File: src/rtl/loader_pkg.sv
// Shared types and constants for the UART instruction-memory boot loader.
//   loader_state_t    : frame-parser state encoding
//   SYNC_BYTE_DEFAULT : default frame start marker
//   imem_word_t       : one 32-bit instruction word
package loader_pkg;

    typedef enum logic [2:0] {
        S_IDLE,
        S_LEN_LO,
        S_LEN_HI,
        S_DATA,
        S_CHECK,
        S_DONE,
        S_ERROR
    } loader_state_t;

    localparam logic [7:0] SYNC_BYTE_DEFAULT = 8'hA5;

    typedef logic [31:0] imem_word_t;

endpackage

File: src/rtl/loader_word_assembler.sv
// Little-endian byte-to-word assembler for the boot loader.
// The first byte of a word lands in word_o[7:0]. word_vld_o is asserted
// combinationally on the cycle the 4th byte is presented, with word_o
// already holding the complete word, so the parent can register the
// write in the same edge that consumes the byte.
//   clk, rst    : clock, asynchronous active-high reset
//   byte_vld_i  : byte strobe
//   byte_i      : byte value
//   clr_i       : restart byte alignment at byte 0
//   word_o      : assembled word (valid while word_vld_o=1)
//   word_vld_o  : 4th byte of a word is being presented
module loader_word_assembler
    import loader_pkg::*;
(
    input  logic       clk,
    input  logic       rst,
    input  logic       byte_vld_i,
    input  logic [7:0] byte_i,
    input  logic       clr_i,
    output imem_word_t word_o,
    output logic       word_vld_o
);

    // Only three bytes need storage; the 4th is taken straight from byte_i.
    logic [23:0] shift_q, shift_d;
    logic [1:0]  idx_q, idx_d;

    always_comb begin
        shift_d = shift_q;
        idx_d   = idx_q;
        if (clr_i) begin
            shift_d = '0;
            idx_d   = '0;
        end else if (byte_vld_i) begin
            shift_d = {byte_i, shift_q[23:8]};
            idx_d   = idx_q + 2'd1;
        end
    end

    always_ff @(posedge clk or posedge rst) begin
        if (rst) begin
            shift_q <= '0;
            idx_q   <= '0;
        end else begin
            shift_q <= shift_d;
            idx_q   <= idx_d;
        end
    end

    assign word_o     = {byte_i, shift_q};
    assign word_vld_o = byte_vld_i && (idx_q == 2'd3);

endmodule

File: src/rtl/uart_imem_loader.sv
// UART boot loader: parses frames of
//   SYNC_BYTE, len[7:0], len[15:8], len x (4 bytes little-endian), XOR checksum
// and writes each word into the instruction memory. The CPU is held in
// reset (cpu_hold=1) until a frame completes with a matching checksum.
// Optional inter-byte timeout: define LOADER_TIMEOUT_EN.
//   clk, rst     : clock, asynchronous active-high reset
//   rx_valid     : one-cycle byte strobe from UART RX
//   rx_data      : received byte
//   imem_we      : one-cycle write strobe
//   imem_waddr   : byte address of the word being written
//   imem_wdata   : word being written
//   cpu_hold     : core reset hold
//   load_done    : last frame loaded with good checksum
//   load_err     : last frame failed (oversize, checksum, timeout)
//   words_loaded : words written in current/last frame
module uart_imem_loader
    import loader_pkg::*;
#(
    parameter int unsigned ADDR_WIDTH     = 10,
    parameter logic [7:0]  SYNC_BYTE      = SYNC_BYTE_DEFAULT,
    parameter int unsigned TIMEOUT_CYCLES = 1_000_000
) (
    input  logic                  clk,
    input  logic                  rst,
    input  logic                  rx_valid,
    input  logic [7:0]            rx_data,
    output logic                  imem_we,
    output logic [31:0]           imem_waddr,
    output imem_word_t            imem_wdata,
    output logic                  cpu_hold,
    output logic                  load_done,
    output logic                  load_err,
    output logic [ADDR_WIDTH:0]   words_loaded
);

    loader_state_t         state_q, state_d;
    logic [15:0]           len_q, len_d;
    logic [7:0]            csum_q, csum_d;
    logic [ADDR_WIDTH:0]   wcnt_q, wcnt_d;
    logic                  we_q, we_d;
    logic [31:0]           waddr_q, waddr_d;
    imem_word_t            wdata_q, wdata_d;
    logic                  hold_q, hold_d;
    logic                  done_q, done_d;
    logic                  err_q, err_d;

    logic                  asm_clr;
    logic                  asm_stb;
    logic                  word_cmp;
    imem_word_t            asm_word;
    logic                  is_sync;
    logic [15:0]           new_len;
    logic                  timeout_hit;

    assign is_sync = rx_valid && (rx_data == SYNC_BYTE);
    assign new_len = {rx_data, len_q[7:0]};
    assign asm_stb = rx_valid && (state_q == S_DATA);

    loader_word_assembler u_asm (
        .clk        (clk),
        .rst        (rst),
        .byte_vld_i (asm_stb),
        .byte_i     (rx_data),
        .clr_i      (asm_clr),
        .word_o     (asm_word),
        .word_vld_o (word_cmp)
    );

`ifdef LOADER_TIMEOUT_EN
    localparam int unsigned TMO_W = $clog2(TIMEOUT_CYCLES + 1);
    logic [TMO_W-1:0] tmo_q;

    // Saturating idle counter, restarted by every received byte.
    always_ff @(posedge clk or posedge rst) begin
        if (rst) begin
            tmo_q <= '0;
        end else if (rx_valid) begin
            tmo_q <= '0;
        end else if (tmo_q != TMO_W'(TIMEOUT_CYCLES)) begin
            tmo_q <= tmo_q + 1'b1;
        end
    end

    assign timeout_hit = !rx_valid && (tmo_q == TMO_W'(TIMEOUT_CYCLES)) &&
                         ((state_q == S_LEN_LO) || (state_q == S_LEN_HI) ||
                          (state_q == S_DATA)   || (state_q == S_CHECK));
`else
    logic unused_tmo_cfg;
    assign unused_tmo_cfg = (TIMEOUT_CYCLES != 0);
    assign timeout_hit    = 1'b0;
`endif

    always_comb begin
        state_d = state_q;
        len_d   = len_q;
        csum_d  = csum_q;
        wcnt_d  = wcnt_q;
        we_d    = 1'b0;
        waddr_d = waddr_q;
        wdata_d = wdata_q;
        hold_d  = hold_q;
        done_d  = done_q;
        err_d   = err_q;
        asm_clr = 1'b0;

        case (state_q)
            S_IDLE, S_DONE, S_ERROR: begin
                if (is_sync) begin
                    state_d = S_LEN_LO;
                    csum_d  = '0;
                    wcnt_d  = '0;
                    asm_clr = 1'b1;
                    hold_d  = 1'b1;
                    done_d  = 1'b0;
                    err_d   = 1'b0;
                end
            end
            S_LEN_LO: begin
                if (rx_valid) begin
                    len_d[7:0] = rx_data;
                    state_d    = S_LEN_HI;
                end
            end
            S_LEN_HI: begin
                if (rx_valid) begin
                    len_d = new_len;
                    if (32'(new_len) > (32'd1 << ADDR_WIDTH)) begin
                        state_d = S_ERROR;
                        err_d   = 1'b1;
                    end else if (new_len == 16'd0) begin
                        state_d = S_CHECK;
                    end else begin
                        state_d = S_DATA;
                    end
                end
            end
            S_DATA: begin
                if (rx_valid) begin
                    csum_d = csum_q ^ rx_data;
                    if (word_cmp) begin
                        we_d    = 1'b1;
                        wdata_d = asm_word;
                        waddr_d = {{(32-ADDR_WIDTH-3){1'b0}}, wcnt_q, 2'b00};
                        wcnt_d  = wcnt_q + 1'b1;
                        if ((16'(wcnt_q) + 16'd1) == len_q) begin
                            state_d = S_CHECK;
                        end
                    end
                end
            end
            S_CHECK: begin
                if (rx_valid) begin
                    if (rx_data == csum_q) begin
                        state_d = S_DONE;
                        done_d  = 1'b1;
                        hold_d  = 1'b0;
                    end else begin
                        state_d = S_ERROR;
                        err_d   = 1'b1;
                    end
                end
            end
            default: state_d = S_IDLE;
        endcase

        // A stalled frame is abandoned; only reachable in active parse states.
        if (timeout_hit) begin
            state_d = S_ERROR;
            err_d   = 1'b1;
        end
    end

    always_ff @(posedge clk or posedge rst) begin
        if (rst) begin
            state_q <= S_IDLE;
            len_q   <= '0;
            csum_q  <= '0;
            wcnt_q  <= '0;
            we_q    <= 1'b0;
            waddr_q <= '0;
            wdata_q <= '0;
            hold_q  <= 1'b1;
            done_q  <= 1'b0;
            err_q   <= 1'b0;
        end else begin
            state_q <= state_d;
            len_q   <= len_d;
            csum_q  <= csum_d;
            wcnt_q  <= wcnt_d;
            we_q    <= we_d;
            waddr_q <= waddr_d;
            wdata_q <= wdata_d;
            hold_q  <= hold_d;
            done_q  <= done_d;
            err_q   <= err_d;
        end
    end

    assign imem_we      = we_q;
    assign imem_waddr   = waddr_q;
    assign imem_wdata   = wdata_q;
    assign cpu_hold     = hold_q;
    assign load_done    = done_q;
    assign load_err     = err_q;
    assign words_loaded = wcnt_q;

endmodule

File: config.mk
export PLATFORM = sky130hd
export DESIGN_NAME = uart_imem_loader
export DESIGN_NICKNAME = d
export VERILOG_FILES = /design/src/rtl/loader_pkg.sv /design/src/rtl/loader_word_assembler.sv /design/src/rtl/uart_imem_loader.sv
export SDC_FILE = /design/constraint.sdc
export NUM_CORES = 1
export LEC_CHECK = 0
export ABC_AREA = 1
export CORE_UTILIZATION = 57
export CTS_CLUSTER_SIZE = 40
export DETAILED_ROUTE_END_ITERATION = 10
export DONT_BUFFER_PORTS = 1
export GPL_ROUTABILITY_DRIVEN = 0
export PLACE_DENSITY = 0.71
export SYNTH_ARGS = -nofsm -noshare
export SYNTH_HDL_FRONTEND = slang
export SYNTH_SLANG_ARGS = --single-unit
File: constraint.sdc
create_clock -name clk -period 4.1 [get_ports clk]
set_clock_uncertainty 0.1 [all_clocks]
set_input_delay 1.23 -clock clk [delete_from_list [all_inputs] [get_ports clk]]
set_output_delay 1.23 -clock clk [all_outputs]
set_load 0.01 [all_outputs]
==> flow_summary.json, run 1 <==
{
  "report.final.slew_viol_count": 0,
  "status": "completed",
  "rrSetupSlack_ns": 1.62,
  "cts_tree": "yes",
  "antenna_cells": 0,
  "hpwl_mm": 7.36,
  "power_density_mw_per_mm2": 653,
  "overflow": 0,
  "place_inst": 674,
  "hp-class": "reg -> reg",
  "cp-start-kind": "primary input",
  "postSynthCellCount": 585,
  "async_flop_share": 1.00,
  "dr.first_iter.drc_count": 245,
  "vias": 3809,
  "antenna_found_initial": 0,
  "grt_usage": 0.235,
  "fmax_ghz": 0.351,
  "core_mm2": 0.00868,
  "reg2reg_depth": 7,
  "fin_nets": 590,
  "ant_nets": 0,
  "grt_start_max_net_pins": 76,
  "syn-cell-area_mm2": 0.00510,
  "drive_gt1_frac": 0.0550,
  "cp.buffers_inverters": 1,
  "max_stage_delay_ns": 0.56,
  "ys_types": 35,
  "cp_top_family": "simple AND/OR/NAND/NOR gates",
  "grt_pass1_vias": 3474,
  "dieArea_mm2": 0.00932,
  "arrival_ns": 3.02,
  "wl_mm": 10.4,
  "crit_fanout": 38,
  "path_cells": "inv_1 -> nand2_1 -> nor3_1 -> nand4_1 -> or2_1 -> nand2_2 -> mux2_1",
  "slew_headroom": 0.452,
  "slowest_stage": "nand2_2",
  "whs_path_depth": 2,
  "hold_buffers": 0,
  "synth_warnings": 0,
  "endpoint_kind": "register",
  "hold_viol": 0,
  "criticalPathCategory": "in -> reg",
  "fin_util": 0.608,
  "min_to": "cpu_hold",
  "p_leak_nw": 2.57,
  "critPathLaunch": "rx_data[3]",
  "tns_ns": 0,
  "crit_cells": 7,
  "rsz0062_at_grt": "false",
  "p_total_w": 0.00344,
  "clk_path_buf_depth": 2,
  "setup_viol": 0,
  "worstReg2RegStart": "state_q[1]",
  "std_cell_rows": 34,
  "period_share": 0.696,
  "clock_latency_ns": 0.38,
  "start_util": 0.587,
  "synthFlopType": "dfrtp_1",
  "port_buffers": 0,
  "cts_sinks": 111,
  "cts_made_buffers": 9,
  "worst_pin_slew_ns": 0.820,
  "post_cts_buffers": 0,
  "area_growth_pct": 3.49,
  "cts_root_buf": "clkbuf_8",
  "die_y_um": 96.6,
  "fin_crit_ns": 2.85,
  "maxCapViolCount": 0,
  "grt_first_pass_wirelength_mm": 16.6,
  "ios": 90,
  "avgViaCountPerCell": 5.52,
  "synth.avg_cell_area_um2": 8.71,
  "seq_area_frac_synth": 0.545,
  "r2r-end": "csum_q[7]",
  "cp.required_ns": 4.26,
  "ir_drop_mv": 0.338,
  "synth_edf_count": 0,
  "dr.pass1.iters": 5,
  "final_cell_count_no_fill": 690,
  "synth-seq-cells": 111,
  "clk_pin_slew_ns": 0.10,
  "die_w_um": 96.6,
  "wl_per_cell_um": 15.1,
  "drc": 0,
  "cts_resized": 0,
  "hold_path.startpoint": "cpu_hold",
  "htreeDepth": 3
}
==> stage by stage <==
step	setup WS, ns	cell area (µm²)	hold slack [ns]
after floorplan	1.32	5170	0.354
after global placement	0.978	5090	0.371
after detailed placement	0.890	5090	0.395
after CTS	1.29	5270	0.415
after global routing	1.07	5270	0.435
final	1.25	5270	0.411
==> flip-flops by register name (all words and copies together), names as in the netlist <==
signal         flops
imem_wdata        32
u_asm.shift_q     24
len_q             16
imem_waddr        11
words_loaded      11
csum_q             8
state_q            3
u_asm.idx_q        2
cpu_hold           1
imem_we            1
load_done          1
load_err           1
==> worst max-delay path by stage <==
stage	endpoint	slack, ns
floorplan	csum_q[2]	1.32
global placement	csum_q[3]	0.98
detailed placement	csum_q[7]	0.89
CTS	csum_q[7]	1.29
global route	csum_q[7]	1.07
finish	csum_q[7]	1.25
==> layout by cell type, fill, tap and decap left out, types with 6 or more instances in the layout <==
cell type / instances
inv_1: 62
nor3_1: 7
o21ai_0: 76
clkbuf_8: 9
dfrtp_1: 110
xnor2_1: 6
o22ai_1: 25
conb_1: 21
nor2_1: 33
nand3_1: 41
nand2_1: 139
==> cells in the mapped netlist (2+ instances only) <==
| master | n | area share |
|---|---|---|
| buf_2 | 4 | 0.0039 |
| mux2_1 | 4 | 0.0088 |
| a21oi_1 | 4 | 0.0039 |
| xnor2_1 | 6 | 0.010 |
| o21ai_0 | 76 | 0.075 |
| nand3_1 | 41 | 0.040 |
| ha_1 | 2 | 0.0049 |
| buf_4 | 21 | 0.031 |
| dfrtp_1 | 110 | 0.54 |
| nand4_1 | 5 | 0.0061 |
| buf_6 | 4 | 0.0088 |
| nand2_1 | 139 | 0.10 |
| o22ai_1 | 25 | 0.031 |
| nand3b_1 | 2 | 0.0029 |
| clkbuf_1 | 13 | 0.0096 |
| nor2_4 | 2 | 0.0044 |
| inv_1 | 63 | 0.046 |
| nor3_1 | 7 | 0.0069 |
| xor2_1 | 5 | 0.0086 |
| nor2_1 | 33 | 0.024 |
| inv_2 | 3 | 0.0022 |
| nand2_2 | 3 | 0.0037 |
==> cell families after synthesis <==
kind of cell | Yosys count | share of synthesized area
buffers and inverters | 108 | 0.102
AND/OR/NAND/NOR | 237 | 0.202
adder cells (fa/ha/maj) | 2 | 0.00491
multiplexers | 4 | 0.00884
other | 1 | 0.000736
flip-flops | 111 | 0.545
AO/OA/AOI/OAI | 111 | 0.118
XOR/XNOR | 11 | 0.0189
==> worst reg2reg max path, cell delays in order (launching register included) <==
cell	delay [ns]
dfrtp_1	0.44
nor2_1	0.17
o21ai_1	0.17
nor2_4	0.17
inv_2	0.05
or2_1	0.31
nand2_2	0.57
mux2_1	0.39
==> per-layer routing <==
| layer | GRT usage | share of wire |
|---|---|---|
| met1 | 0.331 | 0.46 |
| met2 | 0.363 | 0.46 |
| met3 | 0.0556 | 0.068 |
| met4 | 0.0711 | 0.012 |
| met5 | 0 | 0 |
==> report_power, final <==
part           total (W)  internal, W  switching, W
clock network   0.000630     0.000237      0.000393
logic           0.000976     0.000353      0.000623
registers        0.00184      0.00150      0.000339
total            0.00344      0.00209       0.00136
==> layout make-up <==
type,count,area [µm²]
clock inverter,6,60.1
fill,755,3400
timing repair buffer,3,47.5
tap,108,135
sequential,111,2780
clock buffer,10,128
inverter,66,251
multi-input combinational,386,1870
Power figures use the tool's default switching activity.
==> inputs of run 2 (changes only) <==
==> constraint.sdc (replaced) <==
create_clock -name clk -period 2.57 [get_ports clk]
set_clock_uncertainty 0.1 [all_clocks]
set_input_delay 0.771 -clock clk [delete_from_list [all_inputs] [get_ports clk]]
set_output_delay 0.771 -clock clk [all_outputs]
set_load 0.01 [all_outputs]
==> run 2 against run 1 <==
  * Setup slack lost 0.96 ns
  * Routed wire length fell by 1.6%
  * Critical path type is now reg -> reg
  * Core utilization increased by 0.58 points
  * Highest routed layer unchanged
  * Clock power increased by 76%
  * First-iteration DRC count fell by 18%
  * Die area is the same
  * Non-clock buffer count rose by 3
  * Combinational power up 60%
  * Sequential power grew 59%
  * Global-route usage grew 0.076 points
  * Cell count rose by 0.43%
  * Critical path depth rose by 7
  * Largest cell class unchanged
==> flow_summary.json, run 2 (synthesis results as in run 1) <==
{
  "ant_nets": 0,
  "overflow": 0,
  "final_cell_count_no_fill": 693,
  "antenna_found_initial": 0,
  "die_y_um": 96.6,
  "dieArea_mm2": 0.00932,
  "port_buffers": 0,
  "hp-class": "in -> async",
  "hpwl_mm": 7.32,
  "grt_first_pass_wirelength_mm": 16.6,
  "drive_gt1_frac": 0.0632,
  "place_inst": 677,
  "cts_made_buffers": 9,
  "report.final.slew_viol_count": 0,
  "rrSetupSlack_ns": 0.29,
  "arrival_ns": 2.46,
  "criticalPathCategory": "reg -> reg",
  "cp_common_cell": "nand2_1",
  "cp.required_ns": 2.75,
  "rsz0062_at_grt": "false",
  "avgViaCountPerCell": 5.44,
  "crit_fanout": 6,
  "vias": 3772,
  "slowest_stage": "dfrtp_1",
  "grt_start_max_net_pins": 70,
  "cts_resized": 0,
  "wl_met3_um": 758,
  "hold_buffers": 0,
  "die_w_um": 96.6,
  "fillCellCount": 739,
  "met1Wirelength_mm": 4.65,
  "largest_reg_flops": 32,
  "std_cell_rows": 34,
  "ios": 90,
  "start_util": 0.587,
  "post_cts_buffers": 0,
  "wl_per_cell_um": 14.8,
  "cts_tree": "yes",
  "path_cells": "ha_1 -> nand2_1 -> inv_1 -> nand3_1 -> nand3_1 -> nand2_1 -> nor2_1 -> nand2_1 -> nor2_1 -> nand2_1 -> nand2_2 -> nand2_2 -> nand2_1 -> nand2_1",
  "power_density_mw_per_mm2": 1050,
  "grt_pass1_vias": 3388,
  "core_mm2": 0.00868,
  "p_leak_nw": 2.60,
  "clk_pin_slew_ns": 0.11,
  "cts_sinks": 111,
  "drc": 0,
  "dr.first_iter.drc_count": 200,
  "period_share": 0.888,
  "wl_mm": 10.3,
  "cp-start-kind": "register",
  "endpoint_kind": "register",
  "maxCapViolCount": 0,
  "hold_viol": 0,
  "layout_common_cells": "nand2_1 (139), dfrtp_1 (110), o21ai_0 (76)",
  "fin_util": 0.613,
  "grt_usage": 0.236,
  "max_stage_delay_ns": 0.53,
  "clk_path_buf_depth": 2,
  "ir_drop_mv": 0.567,
  "highest_layer": "met4",
  "setup_viol": 0,
  "dr_wl_met2_mm": 4.67,
  "cts_root_buf": "clkbuf_8",
  "htreeDepth": 3,
  "fin_crit_ns": 2.28,
  "clock_latency_ns": 0.38,
  "fmax_ghz": 0.438,
  "area_growth_pct": 4.47,
  "tns_ns": 0,
  "antenna_cells": 0,
  "final_common_cell": "nand2_1",
  "status": "completed",
  "dr.pass1.iters": 4,
  "fin_nets": 593
}
run 2: cell type report:
type / count / area, µm² / area share
Tap cell: 108 / 135 / 0.0254
Timing Repair Buffer: 6 / 70.1 / 0.0132
Sequential cell: 111 / 2780 / 0.522
Inverter: 66 / 251 / 0.0472
Clock buffer: 10 / 138 / 0.0259
Multi-Input combinational cell: 386 / 1880 / 0.352
Clock inverter: 6 / 75.1 / 0.0141
run 2: final timing paths:
path	startpoint	end	cells after the start
max	words_loaded[0]	state_q[1]	14
max reg2reg	words_loaded[0]	state_q[1]	14
max in group asynchronous	rst	u_asm.shift_q[23]	2
min reg2reg	len_q[12]	len_q[12]	2
min	rst	state_q[0]	1
min in group clk	len_q[12]	len_q[12]	2
run 2: worst max-delay path: cells and delay by family, from the launching register on:
kind / cells / cell delay, ns
buffers and inverters: 1 / 0.16
AND/OR/NAND/NOR: 12 / 1.14
flip-flops: 1 / 0.53
adder cells (fa/ha/maj): 1 / 0.27
run 2: power by group:
part / total, W / switching (W) / internal [W]
logic: 0.00156 / 0.000989 / 0.000567
registers: 0.00292 / 0.000526 / 0.00239
clock network: 0.00111 / 0.000617 / 0.000495
run 2: stage by stage:
step	total power [W]	setup WS [ns]	hold WS (ns)	area (µm²)
floorplan	0.00411	0.247	0.354	5170
global placement	0.00445	0.207	0.367	5110
detailed placement	0.00452	0.117	0.375	5110
CTS	0.00563	0.257	0.137	5320
global route	0.00604	0.0713	0.161	5320
finish	0.00558	0.288	0.152	5320
run 2: routing by layer:
metal,track usage,vias to the layer above
met3,0.0626,24
met4,0.0833,0
li1,-,1841
met5,0,-
met1,0.329,1765
met2,0.357,142
